### src/rtl/spinner_pkg.sv
// rtl/spinner_pkg.sv - shared widths, types and helpers for the spinner accelerator
package spinner_pkg;

  localparam int ACC_W  = 12;
  localparam int FRAC_W = 4;

  typedef logic [ACC_W-1:0] acc_t;
  typedef logic [7:0]       speed_t;

  typedef enum logic [1:0] {SRC_NONE, SRC_BTN, SRC_ANALOG} src_e;

  // Magnitude of a signed 8-bit axis; -128 comes out as 128, which still fits unsigned.
  function automatic speed_t abs8(input logic [7:0] v);
    abs8 = v[7] ? speed_t'(8'd0 - v) : v;
  endfunction

endpackage

### src/rtl/spinner_speed_ramp.sv
// rtl/spinner_speed_ramp.sv - per-frame step size, speed ramp and last-motion direction
// Restarts the ramp on reversal, idle or analog use; ramps after the add while a button is held.
module spinner_speed_ramp
  import spinner_pkg::*;
#(
  parameter int SPEED_MIN  = 16,
  parameter int SPEED_MAX  = 128,
  parameter int SPEED_STEP = 4
) (
  input  logic   clk,
  input  logic   reset_n,
  input  logic   tick_i,
  input  src_e   src_i,
  input  logic   dir_req_i,
  input  logic   use_spinner_i,
  input  speed_t analog_step_i,
  output speed_t step_o,
  output logic   dir_o
);

  localparam speed_t MIN_S = speed_t'(SPEED_MIN);
  localparam speed_t MAX_S = speed_t'(SPEED_MAX);

  speed_t     speed_q, speed_d;
  logic       dir_q, dir_d;
  speed_t     base;
  logic       reversal;
  logic       speed_reset;
  logic [8:0] ramp_sum;

  always_comb begin
    step_o      = '0;
    speed_d     = speed_q;
    dir_d       = dir_q;
    reversal    = 1'b0;
    speed_reset = 1'b0;
    base        = speed_q;
    ramp_sum    = '0;
    case (src_i)
      SRC_ANALOG: begin
        step_o      = analog_step_i;
        speed_reset = 1'b1;
      end
      SRC_BTN: begin
        if (use_spinner_i) begin
          reversal = (dir_req_i != dir_q);
          base     = reversal ? MIN_S : speed_q;
          step_o   = base;
          ramp_sum = {1'b0, base} + 9'(SPEED_STEP);
          speed_d  = (ramp_sum > 9'(SPEED_MAX)) ? MAX_S : ramp_sum[7:0];
        end else begin
          step_o = MAX_S;
        end
      end
      default: speed_reset = 1'b1;
    endcase
    if (speed_reset) speed_d = MIN_S;
    if (step_o != '0) dir_d = dir_req_i;
    // Only a frame tick may commit; between ticks everything holds.
    if (!tick_i) begin
      speed_d = speed_q;
      dir_d   = dir_q;
    end
  end

  always_ff @(posedge clk) begin
    if (!reset_n) begin
      speed_q <= MIN_S;
      dir_q   <= 1'b0;
    end else begin
      speed_q <= speed_d;
      dir_q   <= dir_d;
    end
  end

  assign dir_o = dir_q;

endmodule

### src/rtl/spinner_accel.sv
// rtl/spinner_accel.sv - button/analog to 8-bit spinner angle, updated once per vsync
// SPINNER_CLAMP_EN: saturate the accumulator at 0/4095 instead of wrapping.
module spinner_accel
  import spinner_pkg::*;
#(
  parameter int SPEED_MIN    = 16,
  parameter int SPEED_MAX    = 128,
  parameter int SPEED_STEP   = 4,
  parameter int ANALOG_DZ    = 8,
  parameter int ANALOG_SHIFT = 1
) (
  input  logic       clk,
  input  logic       reset_n,
  input  logic       plus,
  input  logic       minus,
  input  logic       strobe,
  input  logic       use_spinner,
  input  logic [7:0] analog,
  output logic [7:0] spin_angle,
  output logic       moving,
  output logic       dir
);

  logic       strobe_q;
  logic       tick;
  acc_t       acc_q, acc_d;
  logic       moving_q, moving_d;
  speed_t     analog_mag;
  speed_t     analog_step;
  speed_t     step;
  src_e       src;
  logic       dir_req;
  logic [ACC_W:0] sum_up, sum_dn;

  assign tick        = strobe & ~strobe_q;
  assign analog_mag  = abs8(analog);
  assign analog_step = analog_mag >> ANALOG_SHIFT;

  // Analog outside the deadzone overrides the buttons entirely.
  always_comb begin
    src     = SRC_NONE;
    dir_req = plus;
    if (analog_mag > speed_t'(ANALOG_DZ)) begin
      src     = SRC_ANALOG;
      dir_req = ~analog[7];
    end else if (plus ^ minus) begin
      src = SRC_BTN;
    end
  end

  spinner_speed_ramp #(
    .SPEED_MIN  (SPEED_MIN),
    .SPEED_MAX  (SPEED_MAX),
    .SPEED_STEP (SPEED_STEP)
  ) u_ramp (
    .clk           (clk),
    .reset_n       (reset_n),
    .tick_i        (tick),
    .src_i         (src),
    .dir_req_i     (dir_req),
    .use_spinner_i (use_spinner),
    .analog_step_i (analog_step),
    .step_o        (step),
    .dir_o         (dir)
  );

  assign sum_up = {1'b0, acc_q} + {{(ACC_W + 1 - 8){1'b0}}, step};
  assign sum_dn = {1'b0, acc_q} - {{(ACC_W + 1 - 8){1'b0}}, step};

  always_comb begin
    acc_d    = acc_q;
    moving_d = moving_q;
    if (tick) begin
      moving_d = (step != '0);
`ifdef SPINNER_CLAMP_EN
      if (dir_req) acc_d = sum_up[ACC_W] ? '1 : sum_up[ACC_W-1:0];
      else         acc_d = sum_dn[ACC_W] ? '0 : sum_dn[ACC_W-1:0];
`else
      acc_d = dir_req ? sum_up[ACC_W-1:0] : sum_dn[ACC_W-1:0];
`endif
    end
  end

  always_ff @(posedge clk) begin
    if (!reset_n) begin
      strobe_q <= 1'b0;
      acc_q    <= '0;
      moving_q <= 1'b0;
    end else begin
      strobe_q <= strobe;
      acc_q    <= acc_d;
      moving_q <= moving_d;
    end
  end

  assign spin_angle = acc_q[ACC_W-1:FRAC_W];
  assign moving     = moving_q;

endmodule

### config.mk
export PLATFORM = sky130hd
export DESIGN_NAME = spinner_accel
export DESIGN_NICKNAME = d
export VERILOG_FILES = /design/src/rtl/spinner_pkg.sv /design/src/rtl/spinner_speed_ramp.sv /design/src/rtl/spinner_accel.sv
export SDC_FILE = /design/constraint.sdc
export NUM_CORES = 1
export LEC_CHECK = 0
export CAP_MARGIN = 10
export CORE_MARGIN = 2
export CORE_UTILIZATION = 52
export CTS_BUF_LIST = sky130_fd_sc_hd__clkbuf_8 sky130_fd_sc_hd__clkbuf_16
export DETAILED_ROUTE_END_ITERATION = 7
export GPL_TIMING_DRIVEN = 1
export PLACE_DENSITY = 0.76
export SYNTH_ARGS = -nofsm -noshare
export SYNTH_HDL_FRONTEND = slang
export SYNTH_SLANG_ARGS = --single-unit
### constraint.sdc
create_clock -name clk -period 5.33 [get_ports clk]
set_clock_uncertainty 0.15 [all_clocks]
set_input_delay 1.3325 -clock clk [delete_from_list [all_inputs] [get_ports clk]]
set_output_delay 1.3325 -clock clk [all_outputs]
set_load 0.02 [all_outputs]
==> results.json <==
{
  "outcome": "finished, violations left",
  "failed_checks": "setup timing",
  "drt_first_pass_iters": 5,
  "max_cap_violations": 0,
  "timing.slew.headroom": 0.5568,
  "met3_usage": 0.05139,
  "routed_wl_per_cell_um": 17.66,
  "comb_power_share": 0.587,
  "gr-usage-all-layers": 0.2844,
  "internal_power_mw": 0.4756,
  "final_core_util": 0.7942,
  "post-synth-top-area-cell": "dfxtp_1",
  "num_antenna_cells": 0,
  "max-vdd-ir-drop_mv": 0.2001,
  "cts_num_sinks": 23,
  "rows": 24,
  "clk_pin_slew_worst_paths_ns": 0.10,
  "first_global_vias": 2654,
  "num-nets-final": 451,
  "p_sw_mw": 0.3000,
  "numPlacedInstances": 443,
  "cell_with_the_most_instances_after_synthesis": "nand2_1",
  "grt.overflow.total": 0,
  "ys_dominant_reg_cell": "dfxtp_1",
  "part_of_the_total_power_dissipated_in_the_clock_network": 0.151,
  "hold-worst-slack_ns": 0.3168,
  "core-area_um2": 4444,
  "finalHoldViolations": 0,
  "floorplan.initialDensity": 0.5490,
  "synthesis.instances": 322,
  "setup_ws_ns": -0.06471,
  "groute.layer.met1.usage": 0.3500,
  "antenna_violating_nets_post_route": 0,
  "cts_tree": "built",
  "cell_types_with_the_largest_area_share_after_synthesis": "dfxtp_1 19%, ha_1 8.2%, nand2_1 5.4%, xnor2_1 5.0%, nor2_1 4.9%",
  "drtIter0Drc": 243,
  "routed_wl_um": 8320,
  "power_leakage_nw": 1.607,
  "timing.fmax_ghz": 0.1854,
  "critPathArrivalTime_ns": 5.42,
  "synth_cell_type_count": 67,
  "clock_tree.htree_level_count": 1,
  "antenna_found_initial": 0,
  "syn_avg_cell_area_um2": 7.577,
  "worstMarginPinSlew_ns": 0.6648,
  "power.density_nw_per_um2": 219.7,
  "post_synth_instance_area_um2": 2440,
  "post-route-drc-count": 0,
  "layout_worst_path_cycle_share": 1.012,
  "insertion_delay_ns": 0.28,
  "avgViaCountPerCell": 6.204,
  "synth.top_cells.by_count": "35 x nand2_1, 32 x nor2_1, 23 x a21oi_1, 23 x dfxtp_1, 16 x ha_1",
  "die_area_um2": 5256,
  "gr-max-usage-layer": "met2",
  "post-route-cell-area_um2": 3530,
  "floorplan.die.width_um": 72.50,
  "power_switching_share": 0.3868,
  "drv_slew": 0,
  "wire_length_of_the_first_global_routing_pass_um": 11960,
  "synthArstFlopShare": 0,
  "gp_congestion": 0.9997,
  "yosys_warnings": 0,
  "tritoncts.num_buffers": 3,
  "port_buffers": 23,
  "synth_edf_count": 0,
  "worst_ep_required_time_ns": 5.36,
  "drive_above_1_share": 0.3413,
  "synth.top_cell.area_share": 0.1887,
  "hold_class": "reg -> reg",
  "postSynthRegisterBits": 23,
  "route.vias.total": 2922,
  "dp.final_hpwl_um": 5111,
  "seq_power_share": 0.262,
  "critical_path_start_end_classification": "in -> reg",
  "postPlaceCellArea_um2": 3124,
  "routing_usage_on_met2": 0.5005,
  "synthToLayoutAreaGrowth_pct": 44.67,
  "final.min_clock_period_ns": 5.395,
  "final_cells": 471,
  "endpoint_kind": "flip-flop",
  "design_power_total_mw": 0.7756,
  "clk_root_buffer_cell": "clkbuf_8",
  "chipHeight_um": 72.50,
  "report.final.setup_viol": 1,
  "seq_area_frac_synth": 0.1887,
  "ios": 24,
  "grt_max_degree": 20,
  "synth_net_count": 353,
  "cts.path.max_buffers": 2,
  "start_kind": "input port",
  "critical_path_peak_fanout": 6
}
==> kinds of logic (layout without fill, tap and decap cells) <==
family,Yosys count,after routing,synth area share
AO/OA/AOI/OAI,89,89,0.2559
XOR/XNOR,21,21,0.07846
flip-flops,23,23,0.1887
buffers and inverters,37,134,0.07897
adder cells (fa/ha/maj),17,17,0.09026
AND/OR/NAND/NOR,127,127,0.2682
multiplexers,8,8,0.03949
==> worst max-delay path: stages <==
cell and delay [ns]:
clkdlybuf4s50_1 0.62, a31oi_1 0.16, o22ai_2 0.26, nand4_1 0.25, nor2b_4 0.28, a21oi_4 0.10, ha_4 0.28, nor2_1 0.05
a21oi_2 0.21, ha_4 0.25, a211oi_4 0.27, o21bai_2 0.13, buf_4 0.14, buf_4 0.11, buf_4 0.12, buf_4 0.12
buf_4 0.12, a21oi_2 0.16, xnor2_1 0.17, nand2_1 0.09, a21oi_1 0.17
==> cell type report <==
class	instances	area [µm²]
clock buffers	3	41.29
clock inverters	1	7.507
fillers	285	914.6
inverters	11	41.29
multi-input cells	262	1956
flip-flops and latches	23	460.4
well taps	52	65.06
repair buffers	119	958.4
==> per-stage QoR <==
| stage | TNS (ns) | setup WS (ns) |
|---|---|---|
| 2_1_floorplan | 0 | 0.04394 |
| 3_3_place_gp | -2.997 | -0.3892 |
| 3_5_place_dp | -4.155 | -0.5441 |
| 4_1_cts | 0 | 0.0002696 |
| 5_1_grt | -0.4003 | -0.1708 |
| 6_report | -0.06471 | -0.06471 |
==> final timing paths <==
| kind | depth (start not counted) | start | to | slack, ns |
|---|---|---|---|---|
| min | 2 | moving | moving | 0.32 |
| max | 21 | analog[6] | acc_q[5] | -0.06 |
| min reg2reg | 2 | moving | moving | 0.32 |
| max reg2reg | 18 | u_ramp.dir_o | acc_q[5] | 1.36 |
==> routing by layer <==
| layer | share of wire | vias up |
|---|---|---|
| met2 | 0.50 | 129 |
| met4 | 0.037 | 0 |
| met3 | 0.055 | 33 |
| met5 | 0 | - |
| met1 | 0.41 | 1398 |
| li1 | - | 1362 |
==> state kept, by name (all words and copies together) (netlist names) <==
name / cells
u_ramp.speed_q: 8
acc_q: 12
strobe_q: 1
u_ramp.dir_o: 1
moving: 1
==> repair_timing <==
item,CTS,global route
buffers inserted,18,6
hold buffers,0,0
endpoints found under the setup margin,9,14
gates resized for setup,18,31
pin swaps,15,18
==> power by group through the flow <==
stage	Sequential (mW)	Clock (mW)	Combinational (mW)
final	0.203	0.117	0.455
after global routing	0.205	0.125	0.482
after CTS	0.202	0.119	0.395
after detailed placement	0.206	0	0.350
after global placement	0.205	0	0.339
after floorplan	0.201	0	0.217
==> layout by cell type, fill, tap and decap left out, types with 3 or more instances in the layout <==
master and count:
buf_4 94, nand2_1 35, nor2_1 31, dfxtp_1 23
a21oi_1 17, clkdlybuf4s50_1 17, xnor2_1 14, ha_1 12
nand3_1 10, o21ai_0 10, inv_1 8, nand4_1 8
a31oi_1 6, xor2_1 6, and2_1 6, nor3_1 5
a21o_1 5, mux2i_1 5, o211ai_1 4, a21oi_2 4
and3_1 4, dlymetal6s2s_1 4, a211o_1 3, o2111ai_1 3
o21bai_1 3, nand2b_1 3, o21ai_1 3, or3_1 3
a41o_1 3, ha_4 3, clkbuf_8 3
Note: power is estimated with default switching activity, not from simulation.
